**src/rtl/pb_debounce_multi.sv**
```systemverilog
`default_nettype none
// ============================================================================
// pb_debounce_multi : N-channel push-button debouncer with shared sample tick,
//                     clean level and one-clk rise/fall pulses per channel.
//                     Define DEBOUNCE_REPEAT_EN for per-channel auto-repeat.
// Revision: 1.0  initial release
// ============================================================================
module pb_debounce_multi #(
   parameter int   N_CH         = 4,
   parameter int   TICK_DIV     = 50000,
   parameter int   STABLE_TICKS = 8,
   parameter logic INIT_LEVEL   = 1'b0,
   parameter int   HOLD_TICKS   = 500,
   parameter int   REPEAT_TICKS = 100
) (
   input  logic            clk,
   input  logic            rst,
   input  logic [N_CH-1:0] button,
   output logic [N_CH-1:0] db_level,
   output logic [N_CH-1:0] db_rise,
   output logic [N_CH-1:0] db_fall,
   output logic [N_CH-1:0] db_repeat,
   output logic            tick
);

   localparam int                 c_pre_w    = $clog2(TICK_DIV + 1);
   localparam int                 c_cnt_w    = $clog2(STABLE_TICKS + 1);
   localparam logic [c_pre_w-1:0] c_pre_last = c_pre_w'(TICK_DIV - 1);
   localparam logic [c_cnt_w-1:0] c_cnt_last = c_cnt_w'(STABLE_TICKS - 1);
   localparam logic [N_CH-1:0]    c_init     = {N_CH{INIT_LEVEL}};

   generate
      if (N_CH < 1 || TICK_DIV < 1 || STABLE_TICKS < 1 ||
          HOLD_TICKS < 1 || REPEAT_TICKS < 1) begin : g_bad_cfg
         $error("pb_debounce_multi: parameter out of range");
      end
   endgenerate

   logic [c_pre_w-1:0] r_pre;
   logic               r_tick;

   always_ff @(posedge clk or posedge rst) begin
      if (rst) begin
         r_pre  <= '0;
         r_tick <= 1'b0;
      end else begin
         r_tick <= (r_pre == c_pre_last);
         if (r_pre == c_pre_last)
            r_pre <= '0;
         else
            r_pre <= r_pre + 1'b1;
      end
   end

   assign tick = r_tick;

   // Two synchronizer flops plus one retiming stage that feeds the qualifier.
   logic [N_CH-1:0] r_ff1, r_ff2, r_smp;

   always_ff @(posedge clk or posedge rst) begin
      if (rst) begin
         r_ff1 <= c_init;
         r_ff2 <= c_init;
         r_smp <= c_init;
      end else begin
         r_ff1 <= button;
         r_ff2 <= r_ff1;
         r_smp <= r_ff2;
      end
   end

   logic [N_CH-1:0] w_accept;

   generate
      for (genvar i = 0; i < N_CH; i++) begin : g_ch
         logic [c_cnt_w-1:0] r_cnt;
         logic               r_level;
         logic               r_rise;
         logic               r_fall;
         logic               w_diff;

         assign w_diff      = r_smp[i] ^ r_level;
         assign w_accept[i] = r_tick & w_diff & (r_cnt == c_cnt_last);

         always_ff @(posedge clk or posedge rst) begin
            if (rst) begin
               r_cnt   <= '0;
               r_level <= INIT_LEVEL;
               r_rise  <= 1'b0;
               r_fall  <= 1'b0;
            end else begin
               r_rise <= w_accept[i] &  r_smp[i];
               r_fall <= w_accept[i] & ~r_smp[i];
               if (r_tick) begin
                  // An agreeing sample restarts qualification from zero.
                  if (!w_diff || w_accept[i])
                     r_cnt <= '0;
                  else
                     r_cnt <= r_cnt + 1'b1;
                  if (w_accept[i])
                     r_level <= r_smp[i];
               end
            end
         end

         assign db_level[i] = r_level;
         assign db_rise[i]  = r_rise;
         assign db_fall[i]  = r_fall;

`ifdef DEBOUNCE_REPEAT_EN
         localparam int c_hold_w =
            $clog2(((HOLD_TICKS > REPEAT_TICKS) ? HOLD_TICKS : REPEAT_TICKS) + 1);
         localparam logic [c_hold_w-1:0] c_hold_last = c_hold_w'(HOLD_TICKS - 1);
         localparam logic [c_hold_w-1:0] c_rep_last  = c_hold_w'(REPEAT_TICKS - 1);

         logic [c_hold_w-1:0] r_hold;
         logic                r_armed;
         logic                r_rep;
         logic [c_hold_w-1:0] w_hold_last;

         assign w_hold_last = r_armed ? c_rep_last : c_hold_last;

         // Counter reloads after each pulse, so it never passes its target.
         always_ff @(posedge clk or posedge rst) begin
            if (rst) begin
               r_hold  <= '0;
               r_armed <= 1'b0;
               r_rep   <= 1'b0;
            end else begin
               r_rep <= 1'b0;
               if (!r_level || w_accept[i]) begin
                  r_hold  <= '0;
                  r_armed <= 1'b0;
               end else if (r_tick) begin
                  if (r_hold == w_hold_last) begin
                     r_rep   <= 1'b1;
                     r_hold  <= '0;
                     r_armed <= 1'b1;
                  end else begin
                     r_hold <= r_hold + 1'b1;
                  end
               end
            end
         end

         assign db_repeat[i] = r_rep;
`else
         assign db_repeat[i] = 1'b0;
`endif
      end
   endgenerate

endmodule
`default_nettype wire
```
**config.mk**
```make
export PLATFORM = sky130hd
export DESIGN_NAME = pb_debounce_multi
export DESIGN_NICKNAME = d
export VERILOG_FILES = /design/src/rtl/pb_debounce_multi.sv
export SDC_FILE = /design/constraint.sdc
export NUM_CORES = 1
export LEC_CHECK = 0
export CAP_MARGIN = 30
export CORE_MARGIN = 1
export CORE_UTILIZATION = 40
export CTS_CLUSTER_DIAMETER = 200
export DETAILED_ROUTE_END_ITERATION = 10
export DONT_BUFFER_PORTS = 1
export PLACE_DENSITY = 0.54
export RECOVER_POWER = 100
export SLEW_MARGIN = 20
export SYNTH_ARGS = -nofsm -noshare
export SYNTH_HDL_FRONTEND = slang
export SYNTH_SLANG_ARGS = --single-unit
```
**constraint.sdc**
```tcl
create_clock -name clk -period 1.95 [get_ports clk]
set_input_delay 0.2925 -clock clk [delete_from_list [all_inputs] [get_ports clk]]
set_output_delay 0.2925 -clock clk [all_outputs]
set_load 0.05 [all_outputs]
```
# Word level (Yosys, flattened, before mapping)
# Index checks and enable logic that the tools add are counted.
[op_classes]
n_bitwise = 24
n_addsub = 5
eq_ne = 5
n_reduce_logical = 12
mux = 5
[ops]
columns = ["op", "n"]
rows = [
  ["$add 16x1->16 const B", 1],
  ["$add 4x1->4 const B", 4],
  ["$and 1x1->1", 16],
  ["$eq 16x16->1 const B", 1],
  ["$eq 4x3->1 const B", 4],
  ["$mux 16", 1],
  ["$mux 4", 4],
  ["$reduce_and 2->1", 4],
  ["$logic_not 1->1", 4],
  ["$logic_or 1x1->1", 4],
  ["$not 1->1", 4],
  ["$xor 1x1->1", 4],
]
[totals]
reg_bits = 57
word_cells = 72
out_inout_bits = 17

# Depth between registers and ports, before layout
# Gate-level depths: netlist of the first run.
[depth]
word_depth = 5
depth_mapped = 6
ltp_nobuf = 5

# Least setup slack after synthesis of the first run
# OpenSTA, ideal clock, no wires.
[synth_timing]
kind = "register -> register"
from = "reg r_tick, in the netlist tick"
to = "reg g_ch[0].r_cnt[1]"
slack_ps = 387
arrival_time_ps = 1427
period_less_slack_ps = 1563
setup_time_ps = 136
stages_incl_launch_ff = 5
path_buffers = 3
t_required_ps = 1814
path_cell_list = "dfrtp_1 buf_2 buf_2 buf_1 o21ai_0"
[synth_via]
elab_chain_len = 4
[synth_rtl]
columns = ["item", "line", "source"]
rows = [
  ["start, declared", "40", "logic r_tick;"],
  ["start signal, assigned", "47", "r_tick <= (r_pre == c_pre_last);"],
  ["$and 1x1->1 (2 in series)", "83", "assign w_accept[i] = r_tick & w_diff & (r_cnt == c_cnt_last);"],
  ["$logic_or 1x1->1", "96", "if (!w_diff || w_accept[i])"],
  ["$mux 4", "96", ""],
  ["end signal, assigned", "99", "r_cnt <= r_cnt + 1'b1;"],
  ["end, declared", "76", "logic [c_cnt_w-1:0] r_cnt;"],
]
# Several ways; a longest one is shown, not always the timed one.
# A chain may end at the register's enable or synchronous reset.

# Worst setup path in the final report of the first run
[layout_timing]
from = "reg r_pre[11]"
to = "reg r_pre[6]"
[layout_via]
elab_chain_len = 2
[layout_rtl]
columns = ["item", "line", "source"]
rows = [
  ["start, declared", "39", "logic [c_pre_w-1:0] r_pre;"],
  ["start signal, assigned", "51", "r_pre <= r_pre + 1'b1;"],
  ["$eq 16x16->1", "48", "if (r_pre == c_pre_last)"],
  ["$mux 16", "48", ""],
]
# Every way passes these cells.

==> summary.md, run 1 <==
| Metric | Value |
|---|---|
| Outcome | `finished, final reports clean` |
| Synth top area share | `a little under three fifths` |
| Period minus WS final | `~1.6 ns` |
| CP Launch Type | `flip-flop` |
| Int Pwr | `around 1.7 mW` |
| Sequential power share | `55.3%` |
| Post-Route WL | `3740 microns` |
| Max Buffers Root-to-Sink | `2` |
| Initial Utilization | `between 40% and 50%` |
| Worst EP arrival | `roughly 1.7 ns` |
| Final std cells w/o fill | `301` |
| Final Hold Fails | `0` |
| Post-synth top area cell | `dfrtp_1` |
| Async S/R FF share, synth | `100%` |
| Via count | `1511` |
| Capturing point of the worst reg2reg path | `r_pre[6]$_DFF_PP0_` |
| Worst r2r src | `r_pre[11]$_DFF_PP0_` |
| Gr usage total | `13.9%` |
| DR iter-0 viols | `65` |
| P_sw | `between 0.4 and 0.5 mW` |
| Setup repair after global routing missed its margin | `false` |
| Setup ws final | `~0.39 ns` |
| Avg Cell Area, Syn | `11.5 sq um` |
| #FFs+latches synth | `57` |
| Slew Viols, Final | `0` |
| Core ar. | `slightly below 6000 sq um` |
| Placer congestion estimate | `0.778` |
| VDD IR max | `approximately 0.43 mV` |
| Clk Latency, worst-skew pair | `approximately 0.32 ns` |
| CP endpoint kind | `flip-flop` |
| Syn Inst Count | `216` |
| Worst path max stage delay | `around 0.5 ns` |
| Predominant post-synthesis flop cell | `dfrtp_1` |
| Worst-path clk slew | `approximately 0.060 ns` |
| Largest delay share family, worst path | `simple AND/OR/NAND/NOR gates` |
| Final setup fails | `0` |
| Clk Tree Root Cell | `clkbuf_8` |
| Max transition margin | `about half` |
| Slowest CP cell | `nor4_4` |
| Slew of the pin with the lowest slew margin | `roughly 0.76 ns` |
| Fmax achieved | `640 MHz` |
| Hold EP | `r_smp[0]$_DFF_PP0_` |
| Post-synth EDFFs | `0` |
| Setup TNS | `0 ns` |
| Antenna cells | `0` |
| Placed cells | `around 280` |
| Final std cell area, no fill | `around 2700 sq um` |
| # rows | `28` |
| Most frequent cells in the layout | `dfrtp_1, nand2_1, nor2_1` |
| Initial antenna violation count | `0` |
| Power share of the clock group | `41.8%` |
| H-tree levels | `3` |
| HPWL after detailed placement | `between 2000 and 2500 microns` |
| DR vias/cell | `between 5 and 6` |
| Crit path buf inv count | `0` |
| First-pass GRT wire length | `6710 microns` |
| Hold depth | `0` |
| Max Clock Skew | `0.00987 ns` |
| CTS tree | `yes` |
| Nets | `233` |
| Number of global-route vias before repair | `around 1500` |
| Share of cells above drive strength 1 | `11.1%` |
| Clock sinks | `57` |
| Post-CTS sizing | `0` |
| Die W | `around 80 microns` |
| Fraction of the cycle the final worst path needs | `roughly four fifths` |
| Top cells by area, synth | `dfrtp_1, buf_4, xnor2_1` |
| Cell Area, Synth | `about 2500 sq um` |
| # port buffers | `0` |
| Critical path type | `reg -> reg` |
| Crit-path cells | `or3_4 > nor4_4 > nor2_1` |
| Comb power frac | `under 10%` |
| Total grt overflow | `0` |
| Worst R2R Setup Slack | `between 0.3 and 0.4 ns` |
| DRC viols | `0` |
| Worst hold path type | `reg -> reg` |
| I/O pin count | `23` |
| Critical-path maximum fanout | `9` |
| Die ar. | `around 6500 sq um` |
| Switching share of power | `between 20% and 30%` |
| Placed cell areas | `approximately 2500 sq um` |
| # Post-CTS Setup Buffers | `0` |
| Reg2Reg Depth | `3` |
| Max cap viols | `0` |
| Worst endpoint required time | `roughly 2.1 ns` |
| Pre-Repair DR Iteration Count | `4` |
| CTS buffer count | `9` |
| DIE HEIGHT | `80.8 microns` |
| Netlist cell types | `31` |
| PD cells | `807 nW/um^2` |
| Leading cell type in the layout, fill and taps excluded | `dfrtp_1` |
| Largest net degree at the start of global routing | `58` |
| YS warnings | `0` |
| P_leak | `about 1.2 nW` |
| Layout area overhead | `8.51%` |
| Antenna-violating nets left | `0` |
| Min-Delay Startpoint | `r_ff2[0]$_DFF_PP0_` |
| Place WS | `between 0.3 and 0.4 ns` |
| WL/cell | `between 10 and 15 microns` |
| Register area share after synthesis | `57.4%` |
[state kept, by name, indices dropped and copies added (netlist names)]
signal        count
g_ch.r_cnt       16
g_ch.r_fall       4
g_ch.r_level      4
g_ch.r_rise       4
r_ff1             4
r_ff2             4
r_pre            16
r_smp             4
tick              1
[logic make-up (layout without fill, tap and decap cells)]
family | Yosys count | count (layout) | share of synthesized area [%]
simple gates | 72 | 72 | 16.1
flops | 57 | 57 | 57.4
buf+inv | 30 | 37 | 7.10
compound gates | 25 | 25 | 6.70
xor+xnor | 17 | 17 | 5.99
mux | 9 | 9 | 3.98
fa+ha+maj | 5 | 5 | 2.52
other cells | 1 | 4 | 0.151
[power by group through the flow]
stage          clock, mW  sequential, mW  combinational, mW
6_report           0.910            1.20             0.0628
5_1_grt             1.02            1.20             0.0709
4_1_cts            0.952            1.20             0.0690
3_5_place_dp           0            1.22             0.0609
3_3_place_gp           0            1.22             0.0609
2_1_floorplan          0            1.22             0.0529
[worst max-delay path by stage]
stage	start	end	slack [ns]	cells after the start
detailed placement	r_pre[11]$_DFF_PP0_	r_pre[3]$_DFF_PP0_	0.39	3
finish	r_pre[11]$_DFF_PP0_	r_pre[6]$_DFF_PP0_	0.39	3
global placement	r_pre[11]$_DFF_PP0_	r_pre[8]$_DFF_PP0_	0.39	3
floorplan	rst	g_ch[0].r_cnt[0]$_DFFE_PP0P_	0.26	1
CTS	r_pre[11]$_DFF_PP0_	r_pre[15]$_DFF_PP0_	0.39	3
global route	tick$_DFF_PP0_	g_ch[3].r_rise$_DFF_PP0_	0.19	3
[repair_timing]
action | CTS | global route
endpoints found under the setup margin | 0 | 0
hold buffers | 5 | 0
endpoints found under the hold margin | 61 | 0
[synth_stat cells, types with 6 or more instances]
cell type  number
nor3b_1        11
nor2_1         14
xnor2_1        12
inv_1          10
o22ai_1         7
mux2_2          7
o21ai_0         6
nand2_1        16
nand4_1        13
nand3_1         9
dfrtp_1        57
buf_4          16
[cell type report]
type,instances,area [sq um]
clock buffers,12,145
clock inverters,3,17.5
fillers,560,3260
inverters,10,37.5
multi-input cells,132,892
flip-flops and latches,57,1430
well taps,75,93.8
repair buffers,12,82.6
[layer usage]
metal  track usage [%]  vias up  part of all wire [%]
li1                  -      752                     -
met3              3.71        9                   3.0
met1              19.0      729                    52
met5                 0        -                     0
met2              19.6       21                    43
met4              8.04        0                   1.9
[per-stage QoR]
stage	power, mW	hold WS [ns]	util [%]
after floorplan	1.27	0.324	-
after global placement	1.28	0.261	42.2
after detailed placement	1.29	0.262	42.2
after CTS	2.22	0.351	45.8
after global routing	2.29	0.362	45.3
final	2.18	0.348	45.3
No activity file was read; power rests on OpenSTA's default activity.
==> run 2, diff against run 1 <==
==> constraint.sdc (replaced) <==
create_clock -name clk -period 1.5 [get_ports clk]
set_input_delay 0.225 -clock clk [delete_from_list [all_inputs] [get_ports clk]]
set_output_delay 0.225 -clock clk [all_outputs]
set_load 0.05 [all_outputs]
==> run 2 against run 1 <==
Net effect:
- design area rose by 6.0%
- critical endpoint is now tick
- core utilization grew 2.7 points
- hold slack gained 0.00083 ns
- non-clock buffer count increased by 12
- clock power increased by 63%
- global-route usage rose by 0.46 points
- sequential power up 30%
- die area did not move
- first-iteration DRC count is 32% higher
- final cell count increased by 4.3%
- register-to-register slack worse by 0.29 ns
==> summary.md, run 2 (synthesis gave the netlist of run 1 again) <==
| Metric | Value |
|---|---|
| Worst r2r src | `r_pre[0]$_DFF_PP0_` |
| Power share of the clock group | `between 40% and 50%` |
| Period minus WS final | `roughly 1.4 ns` |
| WL/cell | `12.9 microns` |
| Outcome | `finished, final reports clean` |
| Capturing point of the worst reg2reg path | `r_pre[6]$_DFF_PP0_` |
| Max cap viols | `0` |
| Multi-input logic area | `approximately 910 sq um` |
| Metal3 WL | `212 microns` |
| Post-Route WL | `between 4000 and 5000 microns` |
| Max Buffers Root-to-Sink | `2` |
| # port buffers | `0` |
| I/O pin count | `23` |
| Number of global-route vias before repair | `roughly 1500` |
| Pre-Repair DR Iteration Count | `4` |
| Clock sinks | `57` |
| Initial Utilization | `around two fifths` |
| Largest regs | `g_ch.r_cnt: 16 flops, r_pre: 16 flops` |
| Leading cell type in the layout, fill and taps excluded | `dfrtp_1` |
| Antenna cells | `0` |
| Fraction of the cycle the final worst path needs | `between 90% and 100%` |
| Routed length on met2 | `~1800 microns` |
| Nets | `around 250` |
| Slew of the pin with the lowest slew margin | `0.771 ns` |
| Gr usage total | `approximately 14%` |
| Die ar. | `6530 sq um` |
| Via count | `1586` |
| Hold depth | `0` |
| DIE HEIGHT | `~80 microns` |
| DR iter-0 viols | `86` |
| Post-layout power | `approximately 3.1 mW` |
| Highest metal used | `met4` |
| Worst-path clk slew | `0.06 ns` |
| Worst R2R Setup Slack | `0.10 ns` |
| Final setup fails | `0` |
| H-tree levels | `3` |
| Largest delay share family, worst path | `flip-flops` |
| Slew Viols, Final | `0` |
| Clk Latency, worst-skew pair | `approximately 0.33 ns` |
| Min-Delay Startpoint | `r_ff1[0]$_DFF_PP0_` |
| Placer congestion estimate | `between 0.8 and 0.9` |
| Fillers | `roughly 560` |
| Met1 wire length | `between 1500 and 2000 microns` |
| Crit path buf inv count | `1` |
| Max Clock Skew | `0.00602 ns` |
| Int Pwr | `around 2.4 mW` |
| Final Hold Fails | `0` |
| Max transition margin | `48.6%` |
| P_leak | `between 1 and 1.5 nW` |
| Worst EP arrival | `between 1 and 1.5 ns` |
| First-pass GRT wire length | `around 7000 microns` |
| Worst endpoint required time | `approximately 1.3 ns` |
| CP endpoint kind | `primary output` |
| Layout area overhead | `15.0%` |
| CTS buffer count | `9` |
| Critical-path maximum fanout | `29` |
| DR vias/cell | `5.05` |
| Fmax achieved | `~710 MHz` |
| Hold EP | `r_ff2[0]$_DFF_PP0_` |
| Critical path type | `reg -> out` |
| Initial antenna violation count | `0` |
| Antenna-violating nets left | `0` |
| Share of cells above drive strength 1 | `around a fifth` |
| Sequential power share | `50.1%` |
| Largest net degree at the start of global routing | `58` |
| CP Launch Type | `flip-flop` |
| Setup TNS | `0 ns` |
| Total grt overflow | `0` |
| HPWL after detailed placement | `2580 microns` |
| Crit-path cells | `buf_4` |
| Comb power frac | `approximately 2.7%` |
| Reg2Reg Depth | `5` |
| P_sw | `0.694 mW` |
| Most frequent cells in the layout | `dfrtp_1, nand2_1, nor2_1` |
| # rows | `28` |
| Setup repair after global routing missed its margin | `false` |
| DRC viols | `0` |
| Worst path max stage delay | `between 0.5 and 0.6 ns` |
| Slowest CP cell | `dfrtp_4` |
| Clk Tree Root Cell | `clkbuf_8` |
| Core ar. | `about 6000 sq um` |
| Worst hold path type | `reg -> reg` |
| Switching share of power | `around 22%` |
| CTS tree | `yes` |
| PD cells | `1090 nW/um^2` |
| Die W | `approximately 81 microns` |
| VDD IR max | `between 0.6 and 0.7 mV` |
| FF+latch area | `about 1400 sq um` |
run 2: cell count changes in the layout (fill, tap and decap cells not counted), sizes merged:
| cell | change |
|---|---|
| clkbuf | +1 |
| bufinv | +1 |
| clkinv | +1 |
| buf | +10 |
run 2: how the worst max path moves through the flow:
| stage | from | endpoint | slack, ns | cells after the start |
|---|---|---|---|---|
| final | tick$_DFF_PP0_ | tick | 0.09 | 1 |
| after global routing | r_pre[0]$_DFF_PP0_ | r_pre[9]$_DFF_PP0_ | 0.01 | 5 |
| after CTS | r_pre[10]$_DFF_PP0_ | r_pre[9]$_DFF_PP0_ | 0.05 | 3 |
| after detailed placement | r_pre[10]$_DFF_PP0_ | r_pre[6]$_DFF_PP0_ | 0.08 | 4 |
| after global placement | r_pre[10]$_DFF_PP0_ | r_pre[6]$_DFF_PP0_ | 0.1 | 4 |
| after floorplan | tick$_DFF_PP0_ | g_ch[0].r_cnt[1]$_DFFE_PP0P_ | 0.08 | 4 |
run 2: per-layer routing:
layer / vias to the layer above / GRT usage, %
li1: 778 / -
met1: 760 / 19.0
met2: 39 / 19.3
met3: 9 / 6.97
met4: 0 / 6.79
met5: - / 0
run 2: stage by stage:
step                util [%]  cell area, sq um  worst slack [ns]  hold slack (ns)  instances
global route            48.0              2860            0.0146            0.357        314
CTS                     47.9              2850            0.0521            0.350        312
detailed placement      43.6              2590            0.0799            0.204        291
global placement        43.6              2590            0.0992            0.203        291
floorplan                  -              2500            0.0782            0.256        219
finish                  48.0              2860            0.0870            0.349        314
run 2: final cells by class:
| class | count | share of cell area [%] |
|---|---|---|
| repair buffers | 24 | 6.00 |
| flip-flops and latches | 57 | 50.1 |
| inverters | 10 | 1.45 |
| well taps | 75 | 3.29 |
| multi-input cells | 132 | 32.0 |
| clock buffers | 11 | 5.30 |
| clock inverters | 5 | 1.88 |
run 2: power groups by stage:
stage                     sequential (mW)  combinational [mW]  clock (mW)
after floorplan                      1.59              0.0693           0
after global placement               1.59              0.0800           0
after detailed placement             1.59              0.0797           0
after CTS                            1.56              0.0907        1.51
after global routing                 1.56              0.0942        1.60
final                                1.56              0.0831        1.48
run 2: timing repair:
action	CTS	global route
hold endpoints to repair	61	0
hold buffers	5	0
pin swaps	0	1
setup endpoints to repair	1	5
gates cloned	0	0
buffers inserted	0	2
gates resized for setup	1	4
==> run 3, diff against run 2 <==
--- a/config.mk
+++ b/config.mk
@@ -5,7 +5,7 @@
 export SDC_FILE = /design/constraint.sdc
 export NUM_CORES = 1
 export LEC_CHECK = 0
-export CAP_MARGIN = 30
+export CAP_MARGIN = 25
 export CORE_MARGIN = 1
 export CORE_UTILIZATION = 40
 export CTS_CLUSTER_DIAMETER = 200
==> results of run 3 <==
Same layout as run 2: the final DEF is identical, and so are final timing and power.
